--- src/rtl/instr_link_pkg.sv ---
// rtl/instr_link_pkg.sv - shared types and defaults for the servo instruction link
package instr_link_pkg;

    localparam int INSTR_WIDTH               = 10;
    localparam int LINK_RESET_CYCLES_DEFAULT = 4;

    typedef enum logic [2:0] {
        IDLE,
        LINK_RST,
        WAIT_RDY,
        SETUP,
        CONFIRM,
        HOLD,
        DONE
    } tx_state_t;

endpackage

--- src/rtl/sync2.sv ---
// rtl/sync2.sv - two-flop synchronizer for a single asynchronous input
module sync2 (
    input  logic clk,
    input  logic reset,
    input  logic d,
    output logic q
);

    logic meta;

    always_ff @(posedge clk) begin
        if (reset) begin
            meta <= 1'b0;
            q    <= 1'b0;
        end else begin
            meta <= d;
            q    <= meta;
        end
    end

endmodule

--- src/rtl/instruction_tx.sv ---
// rtl/instruction_tx.sv - serial instruction transmitter, MSB first over data_bit/confirm_bit
module instruction_tx
    import instr_link_pkg::*;
#(
    parameter int WIDTH             = INSTR_WIDTH,
    parameter int SETUP_CYCLES      = 2,
    parameter int HOLD_CYCLES       = 16,
    parameter int LINK_RESET_CYCLES = LINK_RESET_CYCLES_DEFAULT,
    parameter int TIMEOUT_CYCLES    = 4096
) (
    input  logic             clk,
    input  logic             reset,
    input  logic             start,
    input  logic             abort,
    input  logic [WIDTH-1:0] instr,
    input  logic             waiting_bit,
    output logic             data_bit,
    output logic             confirm_bit,
    output logic             link_reset,
    output logic             busy,
    output logic             done,
    output logic             error
);

    localparam int BC_W   = $clog2(WIDTH + 1);
    localparam int TO_W   = $clog2(TIMEOUT_CYCLES + 1);
    localparam int PH_MAX = (HOLD_CYCLES > SETUP_CYCLES)
                          ? ((HOLD_CYCLES > LINK_RESET_CYCLES) ? HOLD_CYCLES : LINK_RESET_CYCLES)
                          : ((SETUP_CYCLES > LINK_RESET_CYCLES) ? SETUP_CYCLES : LINK_RESET_CYCLES);
    localparam int PH_W   = $clog2(PH_MAX + 1);

    tx_state_t        state;
    logic [WIDTH-1:0] shreg;
    logic [BC_W-1:0]  bit_cnt;
    logic [TO_W-1:0]  to_cnt;
    logic [PH_W-1:0]  ph_cnt;
    logic             abort_flag;
    logic             waiting_s;
    logic             timeout_hit;
    logic             abortable;

    sync2 u_sync2 (
        .clk   (clk),
        .reset (reset),
        .d     (waiting_bit),
        .q     (waiting_s)
    );

    // Only the two handshake-wait states run the timeout counter.
    assign timeout_hit = (to_cnt == TO_W'(TIMEOUT_CYCLES - 1)) &&
                         (((state == WAIT_RDY) && !waiting_s) ||
                          ((state == CONFIRM)  &&  waiting_s));
    assign abortable   = abort && (state != IDLE) && (state != LINK_RST);

    always_ff @(posedge clk) begin
        if (reset) begin
            state       <= IDLE;
            shreg       <= '0;
            bit_cnt     <= '0;
            to_cnt      <= '0;
            ph_cnt      <= '0;
            abort_flag  <= 1'b0;
            data_bit    <= 1'b0;
            confirm_bit <= 1'b0;
            link_reset  <= 1'b0;
            busy        <= 1'b0;
            done        <= 1'b0;
            error       <= 1'b0;
        end else if (timeout_hit) begin
            error       <= 1'b1;
            abort_flag  <= 1'b1;
            confirm_bit <= 1'b0;
            link_reset  <= 1'b1;
            ph_cnt      <= '0;
            state       <= LINK_RST;
        end else if (abortable) begin
            abort_flag  <= 1'b1;
            confirm_bit <= 1'b0;
            link_reset  <= 1'b1;
            done        <= 1'b0;
            ph_cnt      <= '0;
            state       <= LINK_RST;
        end else begin
            case (state)
                IDLE: begin
                    if (start) begin
                        shreg      <= instr;
                        bit_cnt    <= '0;
                        error      <= 1'b0;
                        abort_flag <= 1'b0;
                        link_reset <= 1'b1;
                        busy       <= 1'b1;
                        ph_cnt     <= '0;
                        state      <= LINK_RST;
                    end
                end
                LINK_RST: begin
                    if (ph_cnt == PH_W'(LINK_RESET_CYCLES - 1)) begin
                        link_reset <= 1'b0;
                        ph_cnt     <= '0;
                        if (abort_flag) begin
                            busy  <= 1'b0;
                            state <= IDLE;
                        end else begin
                            data_bit <= shreg[WIDTH-1];
                            to_cnt   <= '0;
                            state    <= WAIT_RDY;
                        end
                    end else begin
                        ph_cnt <= ph_cnt + 1'b1;
                    end
                end
                WAIT_RDY: begin
                    if (waiting_s) begin
                        ph_cnt <= '0;
                        state  <= SETUP;
                    end else begin
                        to_cnt <= to_cnt + 1'b1;
                    end
                end
                SETUP: begin
                    if (ph_cnt == PH_W'(SETUP_CYCLES - 1)) begin
                        confirm_bit <= 1'b1;
                        to_cnt      <= '0;
                        state       <= CONFIRM;
                    end else begin
                        ph_cnt <= ph_cnt + 1'b1;
                    end
                end
                CONFIRM: begin
                    if (!waiting_s) begin
                        ph_cnt <= '0;
                        state  <= HOLD;
                    end else begin
                        to_cnt <= to_cnt + 1'b1;
                    end
                end
                HOLD: begin
                    if (ph_cnt == PH_W'(HOLD_CYCLES - 1)) begin
                        confirm_bit <= 1'b0;
                        shreg       <= {shreg[WIDTH-2:0], 1'b0};
                        bit_cnt     <= bit_cnt + 1'b1;
                        if (bit_cnt == BC_W'(WIDTH - 1)) begin
                            done  <= 1'b1;
                            state <= DONE;
                        end else begin
                            // Next bit is presented as the shift happens, so data_bit moves only here.
                            data_bit <= shreg[WIDTH-2];
                            to_cnt   <= '0;
                            state    <= WAIT_RDY;
                        end
                    end else begin
                        ph_cnt <= ph_cnt + 1'b1;
                    end
                end
                DONE: begin
                    done  <= 1'b0;
                    busy  <= 1'b0;
                    state <= IDLE;
                end
                default: state <= IDLE;
            endcase
        end
    end

endmodule

--- config.mk ---
export PLATFORM = sky130hd
export DESIGN_NAME = instruction_tx
export DESIGN_NICKNAME = d
export VERILOG_FILES = /design/src/rtl/instr_link_pkg.sv /design/src/rtl/sync2.sv /design/src/rtl/instruction_tx.sv
export SDC_FILE = /design/constraint.sdc
export NUM_CORES = 1
export LEC_CHECK = 0
export BUFFER_PORTS_ARGS = -buffer_cell sky130_fd_sc_hd__buf_2
export CAP_MARGIN = 20
export CORE_UTILIZATION = 60
export CTS_BUF_LIST = sky130_fd_sc_hd__clkbuf_4 sky130_fd_sc_hd__clkbuf_8 sky130_fd_sc_hd__clkbuf_16
export CTS_CLUSTER_SIZE = 10
export DETAILED_ROUTE_END_ITERATION = 8
export PLACE_DENSITY = 0.83
export SLEW_MARGIN = 20
export SYNTH_ARGS = -nofsm -noshare
export SYNTH_HDL_FRONTEND = slang
export SYNTH_SLANG_ARGS = --single-unit
export TNS_END_PERCENT = 10
--- constraint.sdc ---
create_clock -name clk -period 4.5 [get_ports clk]
set_clock_uncertainty 0.1 [all_clocks]
set_input_delay 0.225 -clock clk [delete_from_list [all_inputs] [get_ports clk]]
set_output_delay 0.225 -clock clk [all_outputs]
set_load 0.1 [all_outputs]
# After elaboration in Yosys (flattened, before gate mapping)
# Cells that the tools add are included.
dict set report word_totals {
  regBits 44
  input_bits 15
  word_cells 146
}
dict set report op_classes {
  add_sub_neg 3
  eq_ne 34
  muxes 58
  n_bitwise 2
  reduce_logical 34
}
# cell n
set op_table {}
lappend op_table {{two-way mux 13 bit} 7}
lappend op_table {{case mux 13 bit (5 select lines)} 1}
lappend op_table {{two-way mux 5 bit} 6}
lappend op_table {{case mux 5 bit (6 select lines)} 1}
lappend op_table {{!= test 2 bit (second input constant)} 12}
lappend op_table {{AND reduction 6 bit} 4}
lappend op_table {{two-way mux 1 bit} 23}
lappend op_table {{two-way mux 3 bit} 7}
lappend op_table {{two-way mux 10 bit} 2}
lappend op_table {{!= test 4 bit (second input constant)} 5}
lappend op_table {{case mux 10 bit (2 select lines)} 1}
lappend op_table {{case mux 3 bit (6 select lines)} 1}
lappend op_table {{nonzero test 3 bit} 5}
lappend op_table {{adder 13 x 1 -> 13 bit (second input constant)} 1}
lappend op_table {{equality test 13 x 12 -> 1 bit (second input constant)} 1}
lappend op_table {{AND reduction 10 bit} 1}
lappend op_table {{nonzero test 2 bit} 5}
lappend op_table {{equality test 3 bit (second input constant)} 3}
lappend op_table {{AND reduction 3 bit} 3}
lappend op_table {{two-way mux 4 bit} 2}
lappend op_table {{case mux 1 bit (2 select lines)} 4}
lappend op_table {{case mux 4 bit (2 select lines)} 1}
lappend op_table {{AND reduction 7 bit} 1}
lappend op_table {{equality test 3 x 2 -> 1 bit (second input constant)} 2}
lappend op_table {{25 further kinds} 32}

# Logic depth before layout (Yosys ltp)
# Gate-level depths: netlist of run 1.
dict set report logic_depth {
  word_depth 6
  ltp_mapped 8
  ltp_nobuf 8
}

# By module
# A second synthesis of run 1 with hierarchy kept.
dict set report unflattened {
  hier_cells 282
  hier_area_um2 2372.3
}
# module n_inst cells_each area_per_inst_um2 seq_area_each_um2
set modules_own_cells {}
lappend modules_own_cells {instruction_tx 1 278 2319.7 840.8}
lappend modules_own_cells {sync2 1 4 52.6 40.0}

# Worst setup path after synthesis of run 1
# No wires, ideal clock.
dict set report synth_path {
  path_type {register -> register}
  from {register ph_cnt[0]}
  to {register to_cnt[6]}
  setup_ps 137
  arrival_ps 2031
  t_required_ps 4263
  slack_ps 2231
  stages_incl_launch_ff 8
  period_less_slack_ps 2269
  path_cell_list {dfxtp_1 > ha_1 > or4b_1 > clkbuf_1 > o211ai_2 > nand4_2 > o41ai_1 > o41ai_2}
}
dict set report synth_between {
  elab_chain_cells 3
}
# element line_no
set synth_rtl {}
lappend synth_rtl {{start, declared} instruction_tx.sv:36} ;# logic [PH_W-1:0] ph_cnt;
lappend synth_rtl {{start signal, assigned} instruction_tx.sv:110} ;# ph_cnt <= ph_cnt + 1'b1;
lappend synth_rtl {{start signal, assigned} instruction_tx.sv:127} ;# ph_cnt <= ph_cnt + 1'b1;
lappend synth_rtl {{start signal, assigned} instruction_tx.sv:153} ;# ph_cnt <= ph_cnt + 1'b1;
lappend synth_rtl {{equality test 5 x 1 -> 1 bit, or another cell as far along} instruction_tx.sv:122} ;# if (ph_cnt == PH_W'(SETUP_CYCLES - 1)) begin
lappend synth_rtl {{!= test 2 bit (no source line)} n/a}
lappend synth_rtl {{AND reduction 10 bit (no source line) *} n/a}
lappend synth_rtl {{end signal, assigned} instruction_tx.sv:118} ;# to_cnt <= to_cnt + 1'b1;
lappend synth_rtl {{end signal, assigned} instruction_tx.sv:135} ;# to_cnt <= to_cnt + 1'b1;
lappend synth_rtl {{end, declared} instruction_tx.sv:35} ;# logic [TO_W-1:0] to_cnt;
# Every way passes the cells marked *; elsewhere a longest branch is shown, timed or not.
# A chain may end at the register's enable or synchronous reset.

# Worst setup path after layout of run 1
dict set report layout_path {
  from {register state[0]}
  to {register shreg[8]}
}
dict set report layout_between {
  elab_chain_cells 6
}
# element line_no
set layout_rtl {}
lappend layout_rtl {{start, declared} instruction_tx.sv:32} ;# tx_state_t state;
lappend layout_rtl {{start signal, assigned} instruction_tx.sv:57} ;# state <= IDLE;
lappend layout_rtl {{start signal, assigned} instruction_tx.sv:75} ;# state <= LINK_RST;
lappend layout_rtl {{start signal, assigned} instruction_tx.sv:82} ;# state <= LINK_RST;
lappend layout_rtl {{equality test 3 x 2 -> 1 bit / equality test 3 bit (equally long branches)} {instruction_tx.sv:51, instruction_tx.sv:52}}
lappend layout_rtl {{logical AND 1 bit (on tied branches)} {instruction_tx.sv:51, instruction_tx.sv:52}}
lappend layout_rtl {{logical OR 1 bit} instruction_tx.sv:51} ;# (((state == WAIT_RDY) && !waiting_s) ||
lappend layout_rtl {{logical AND 1 bit} instruction_tx.sv:50} ;# assign timeout_hit = (to_cnt == TO_W'(TIMEOUT_CYCLES - 1)) &&
lappend layout_rtl {{NOT 1 bit (no source line)} n/a}
lappend layout_rtl {{AND reduction 5 bit (no source line)} n/a}
lappend layout_rtl {{end signal, assigned} instruction_tx.sv:87} ;# shreg <= instr;
lappend layout_rtl {{end signal, assigned} instruction_tx.sv:141} ;# shreg <= {shreg[WIDTH-2:0], 1'b0};
lappend layout_rtl {{end, declared} instruction_tx.sv:33} ;# logic [WIDTH-1:0] shreg;
# Several ways; a longest one is shown, not always the timed one.

==> results_dict.tcl, run 1 <==
set metrics [dict create \
    first_pass_iters 4 \
    cts_resized 0 \
    syn_to_final_growth_pct 6.71 \
    ctsHoldBuffers 0 \
    grt-ovfl-total 0 \
    worst_r2r_endpoint "shreg[8]" \
    max_slew.worst_pin.slew_ps 917 \
    tritoncts.num_buffers 5 \
    synth_edf_count 0 \
    cp-endpoint "shreg[8]" \
    hold_slack_ps 50.8 \
    drive_above_1_share 0.145 \
    rsz0062_at_grt "no" \
    fp.coreArea_um2 4000 \
    startpoint "state[0]" \
    synth-seq-area-share 0.353 \
    worst_skew_pair.late_latency_ps 300 \
    io_pins 21 \
    port_buffers 20 \
    start_util 0.625 \
    crit_type "register to register" \
    cts_setup_buffers 0 \
    status "complete, no violations" \
    post-dp-hpwl_um 3890 \
    synth_area_um2 2500 \
    nNetsFinal 331 \
    netlist.area_leader.share 0.353 \
    grtUsageTotal 0.287 \
    synth_top_area_cell "dfxtp_1" \
    p_per_area_nw_per_um2 531 \
    finalCritPeriodShare 0.675 \
    avgSynthCellArea_um2 8.27 \
    clk_pin_slew_ps 80 \
    maxSlewHeadroom 0.389 \
    cts_buffer_depth 2 \
    ant_nets 0 \
    hp-start "waiting_bit" \
    place_congestion 0.857 \
    end_kind "register" \
    cts_tree "built" \
    r2r_cells 6 \
    r2r_slack_ps 1460 \
    vias 2362 \
    synth-compound-area-share 0.273 \
    cts-htree-levels 2 \
    synth_cell_type_count 69 \
    die_area_um2 4430 \
    die_h_um 66.5 \
    yosys.area_share.simple 0.259 \
    multi_input_area_um2 1440 \
    synth-xor-area-share 0.0105 \
    setup_viol 0 \
    syn_nets 323 \
    worst_ep_arrival_time_ps 3120 \
    wl_per_cell_um 15.6 \
    cts_root_buf "clkbuf_8" \
    synth_ff_type "dfxtp_1" \
    drcViolationCount 0 \
    cp.required_ps 4590 \
    synth_area_leaders "dfxtp_1, nand2_1, a311oi_1, nor2_1, nand3_1" \
    viasPerCell 6.54 \
    slew_viol_final 0 \
    hold_violations 0 \
    grt_max_degree 34 \
    crit_fanout 18 \
    synth.area.mux_share 0.00451 \
    synth_fa_ha_area_frac 0.0300 \
    ys_warn_count 0 \
    reg2reg_from "state[0]" \
    max_cap_violations 0 \
    grt_pass1_vias 2184 \
    cts_sinks 44 \
    fp-row-count 23 \
    antenna_found_initial 0 \
    tns_ps 0 \
    syn_inst 302 \
    grt_first_pass_wirelength_um 9780 \
    fmax_mhz 329 \
    synth-seq-cells 44 \
    die_w_um 66.5 \
    cp-start-kind "register" \
    n_antenna_cell 0 \
    power.leakage_nw 0.967 \
    async_flop_share 0 \
    finalWirelength_um 5620 \
    seqCellArea_um2 881 \
    fin_crit_ps 3040 \
    holdCritPathClass "input port to register" \
    drt-initial-drc-count 130 \
    synth_top_family_by_area "compound AO/OA/AOI/OAI gates" \
    fillCellCount 341 \
    ir_drop_mv 0.317 \
]
synthesized netlist by cell type, drive strengths merged (6+ instances only):
master  number
o41ai        7
nor2b        6
dfxtp       44
buf         13
nor3         6
o21ai       10
clkbuf       9
a21oi       13
nand3       17
a211oi       7
a311oi      12
nand2       31
inv         15
nor2        27
nand4        6
a31oi        6
ha           6
critical path: stages (launching register included):
cell and delay (ps):
dfxtp_1 720, and2b_1 500, a31oi_1 190, a221oi_2 720, buf_4 310, nor2_1 70
a311oi_1 320
registers in the layout, indices dropped and copies added, names as in the netlist, 3 cells and up:
name and count:
shreg 10, to_cnt 13, bit_cnt 4, ph_cnt 5, state 3
stage by stage:
step / area (µm²) / cells / worst slack [ps] / power, mW / util
after CTS: 2670 / 361 / 1530 / 1.42 / 0.667
after global placement: 2570 / 353 / 1640 / 1.13 / 0.642
final: 2670 / 361 / 1460 / 1.41 / 0.667
after detailed placement: 2570 / 353 / 1570 / 1.15 / 0.642
after floorplan: 2500 / 302 / 2230 / 1.06 / -
after global routing: 2670 / 361 / 1280 / 1.52 / 0.667
power by group:
group,internal [mW],total (mW),switching [mW]
clock,0.131,0.266,0.135
sequential,0.462,0.551,0.0894
combinational,0.204,0.597,0.393
worst min-delay path by stage:
stage / end / slack, ps / depth (start not counted)
finish: u_sync2.meta / 50 / 2
global route: u_sync2.meta / 60 / 2
CTS: u_sync2.meta / 50 / 2
detailed placement: u_sync2.q / 330 / 1
global placement: u_sync2.q / 320 / 1
floorplan: u_sync2.meta / 250 / 1
final cells by class:
| type | instances | area share |
|---|---|---|
| tap | 50 | 0.0235 |
| clock buffer | 7 | 0.0338 |
| sequential | 44 | 0.330 |
| multi-input combinational | 220 | 0.541 |
| inverter | 16 | 0.0225 |
| clock inverter | 1 | 0.00282 |
| timing repair buffer | 23 | 0.0460 |
per-layer routing:
layer,up-vias,global-route usage,share of wire
met4,0,0.0957,0.015
met1,1151,0.353,0.45
met5,-,0,0
met2,58,0.495,0.49
li1,1145,-,-
met3,8,0.0599,0.042
cell usage in the layout, fill, tap and decap left out, types with 3 or more instances in the layout:
cell       n
a211oi_1   6
a21oi_1   13
a311oi_1  12
a31oi_1    6
and3_1     3
buf_2     20
buf_4      3
clkbuf_8   6
dfxtp_1   44
ha_1       6
inv_1     14
nand2_1   30
nand2b_1   3
nand3_1   17
nand4_1    5
nor2_1    27
nor2b_1    6
nor3_1     6
nor4_1     5
o21ai_0    6
o21ai_1    4
o21bai_1   3
o31ai_2    3
o41ai_1    6
or3_1      3
cells by family (layout without fill, tap and decap cells):
kind of cell	after synthesis	count (layout)
AOI/OAI and AO/OA	86	86
buffers and inverters	38	47
DFF	44	44
adders and majority gates	6	6
muxes	1	1
xor gates and xnor gates	3	3
and+or+nand+nor	124	124
Note: power is estimated with default switching activity, not from simulation.
==> run 2, diff against run 1 <==
--- a/config.mk
+++ b/config.mk
@@ -5,6 +5,7 @@
 export SDC_FILE = /design/constraint.sdc
 export NUM_CORES = 1
 export LEC_CHECK = 0
+export ABC_AREA = 1
 export BUFFER_PORTS_ARGS = -buffer_cell sky130_fd_sc_hd__buf_2
 export CAP_MARGIN = 20
 export CORE_UTILIZATION = 60
==> constraint.sdc (replaced) <==
create_clock -name clk -period 2.9 [get_ports clk]
set_clock_uncertainty 0.1 [all_clocks]
set_input_delay 0.145 -clock clk [delete_from_list [all_inputs] [get_ports clk]]
set_output_delay 0.145 -clock clk [all_outputs]
set_load 0.1 [all_outputs]
==> run 2 against run 1 <==
Global-route usage increased by 0.075 points. Die area grew 5.7%. First-iteration DRC count grew 41%. Total power grew 90%. Cell count increased by 35%. Critical path type unchanged. Highest routed layer unchanged.
==> results_dict.tcl, run 2 <==
set metrics [dict create \
    worst_ep_arrival_time_ps 2310 \
    final_common_cell "nand2_1" \
    cts_tree "built" \
    setup_viol 0 \
    whs_path_depth 3 \
    largest_reg_flops 13 \
    ir_drop_mv 0.550 \
    fp.coreArea_um2 4120 \
    crit_type "register to register" \
    use_met3 0.0733 \
    synth_cell_type_count 30 \
    grt_pass1_vias 2318 \
    largest_register "to_cnt" \
    crit_top_cell "inv_2" \
    grt-ovfl-total 0 \
    cts_resized 0 \
    max_slew.worst_pin.slew_ps 627 \
    cp-start-kind "register" \
    place_ws_ps 657 \
    worst_skew_pair.late_latency_ps 300 \
    setup_slack_ps 653 \
    n_antenna_cell 0 \
    nNetsFinal 457 \
    syn_to_final_growth_pct 7.85 \
    stdcell_area_um2 2850 \
    fin_crit_ps 2250 \
    hold_violations 0 \
    fmax_mhz 445 \
    tritoncts.num_buffers 5 \
    synth_area_leaders "dfxtp_1, nand2_1, nand3_1, a21oi_1, nor2_1" \
    met1_usage 0.343 \
    cts_buffer_depth 2 \
    final_util 0.693 \
    max_cap_violations 0 \
    cp.required_ps 2960 \
    fp-row-count 23 \
    yosys-top-cells-count "nand2_1, nor2_1, dfxtp_1, nand3_1, a21oi_1" \
    synth_edf_count 0 \
    post-dp-hpwl_um 4420 \
    io_pins 21 \
    r2r_cells 7 \
    first_pass_iters 4 \
    syn_nets 439 \
    cp_slowest_cell "dfxtp_1" \
    worstPathCellList "inv_2 -> nor2_4 -> inv_2 -> a21boi_4 -> nand2_2 -> nand2_1 -> a21oi_1" \
    synth-seq-cells 44 \
    clk_pin_slew_ps 80 \
    fillCellCount 384 \
    finalCritPeriodShare 0.775 \
    finalNonFillerCells 487 \
    cts_setup_buffers 0 \
    place_congestion 0.964 \
    synth_top_area_cell "dfxtp_1" \
    p_per_area_nw_per_um2 942 \
    layout_common_cells "nand2_1, nor2_1, nand3_1, dfxtp_1, a21oi_1" \
    drt-initial-drc-count 183 \
    die_area_um2 4680 \
    largestRegisters "to_cnt: 13 flops, shreg: 10 flops, ph_cnt: 5 flops" \
    use_met2 0.487 \
    tns_ps 0 \
    syn_inst 418 \
    crit_cells 7 \
    slowest_delay_ps 500 \
    placed_area_um2 2750 \
    ys_warn_count 0 \
    hold_slack_ps 65.3 \
    rsz0062_at_grt "no" \
    die_w_um 68.4 \
    holdCritPathClass "input port to register" \
    async_flop_share 0 \
    end_kind "register" \
    drcViolationCount 0 \
    busiest_layer "met2" \
    viasPerCell 5.45 \
    ctsHoldBuffers 1 \
    crit_fanout 15 \
    avgSynthCellArea_um2 6.33 \
    die_h_um 68.4 \
    status "complete, no violations" \
    synth.most_common_cell "nand2_1" \
    port_buffers 20 \
    synth_area_um2 2650 \
    drive_above_1_share 0.112 \
    synth-seq-area-share 0.333 \
    finalWirelength_um 6070 \
    grt_max_degree 33 \
    netlist.area_leader.share 0.333 \
    maxSlewHeadroom 0.582 \
    placedCellCount 478 \
    grtUsageTotal 0.288 \
    cts-htree-levels 2 \
    power.total_mw 2.69 \
    power.leakage_nw 1.29 \
    synth_ff_type "dfxtp_1" \
    vias 2653 \
    start_util 0.643 \
    path_delay_family "simple AND/OR/NAND/NOR gates" \
    cts_sinks 44 \
    slew_viol_final 0 \
    path_buf_inv 2 \
    wl_per_cell_um 12.5 \
    antenna_found_initial 0 \
    cts_root_buf "clkbuf_8" \
    ant_nets 0 \
    grt_first_pass_wirelength_um 10100 \
]
[run 2: cell count changes after synthesis, moves of 6 or more]
| cell | before | now |
|---|---|---|
| o41ai_1 | 6 | 0 |
| nand3_1 | 17 | 44 |
| nand2_1 | 30 | 149 |
| a211oi_1 | 6 | 0 |
| a311oi_1 | 12 | 0 |
| inv_1 | 14 | 34 |
| nor2_1 | 27 | 46 |
| buf_2 | 8 | 2 |
| a21oi_1 | 13 | 36 |
| a31oi_1 | 6 | 0 |
| nor2b_1 | 6 | 0 |
| xor2_1 | 1 | 7 |
[run 2: area by class of cell]
class	instances	area, µm²	share of cell area
Clock buffer	6	82.6	0.0289
Clock inverter	2	15.0	0.00526
Inverter	39	146	0.0513
Multi-Input combinational cell	323	1540	0.540
Sequential cell	44	881	0.309
Tap cell	50	62.6	0.0219
Timing Repair Buffer	23	125	0.0439
[run 2: per-layer routing]
layer  routed length, µm  part of all wire  up-vias
met1                2760              0.45     1199
li1                    -                 -     1370
met4                 114             0.019        0
met5                   0                 0        -
met2                2900              0.48       73
met3                 302             0.050       11
[run 2: report_power, final]
part,total [mW],switching (mW),internal [mW]
clock network,0.409,0.216,0.193
registers,0.833,0.115,0.718
logic,1.44,1.04,0.405
total,2.69,1.37,1.32
[run 2: final timing paths]
kind | startpoint | endpoint | slack (ps)
max reg2reg | state[2] | shreg[1] | 650
max | state[2] | shreg[1] | 650
min | instr[0] | shreg[0] | 70
min reg2reg | u_sync2.meta | u_sync2.q | 310
[run 2: cells by family after synthesis]
family,share of synthesized area
flip-flops,0.333
buffers and inverters,0.0847
XOR/XNOR,0.0232
adder cells (fa/ha/maj),0.0284
AND/OR/NAND/NOR,0.432
AO/OA/AOI/OAI,0.0989
[run 2: tightest hold or removal path: stages]
cell and delay [ps]:
buf_2 100, nand3_1 110, a21oi_1 70
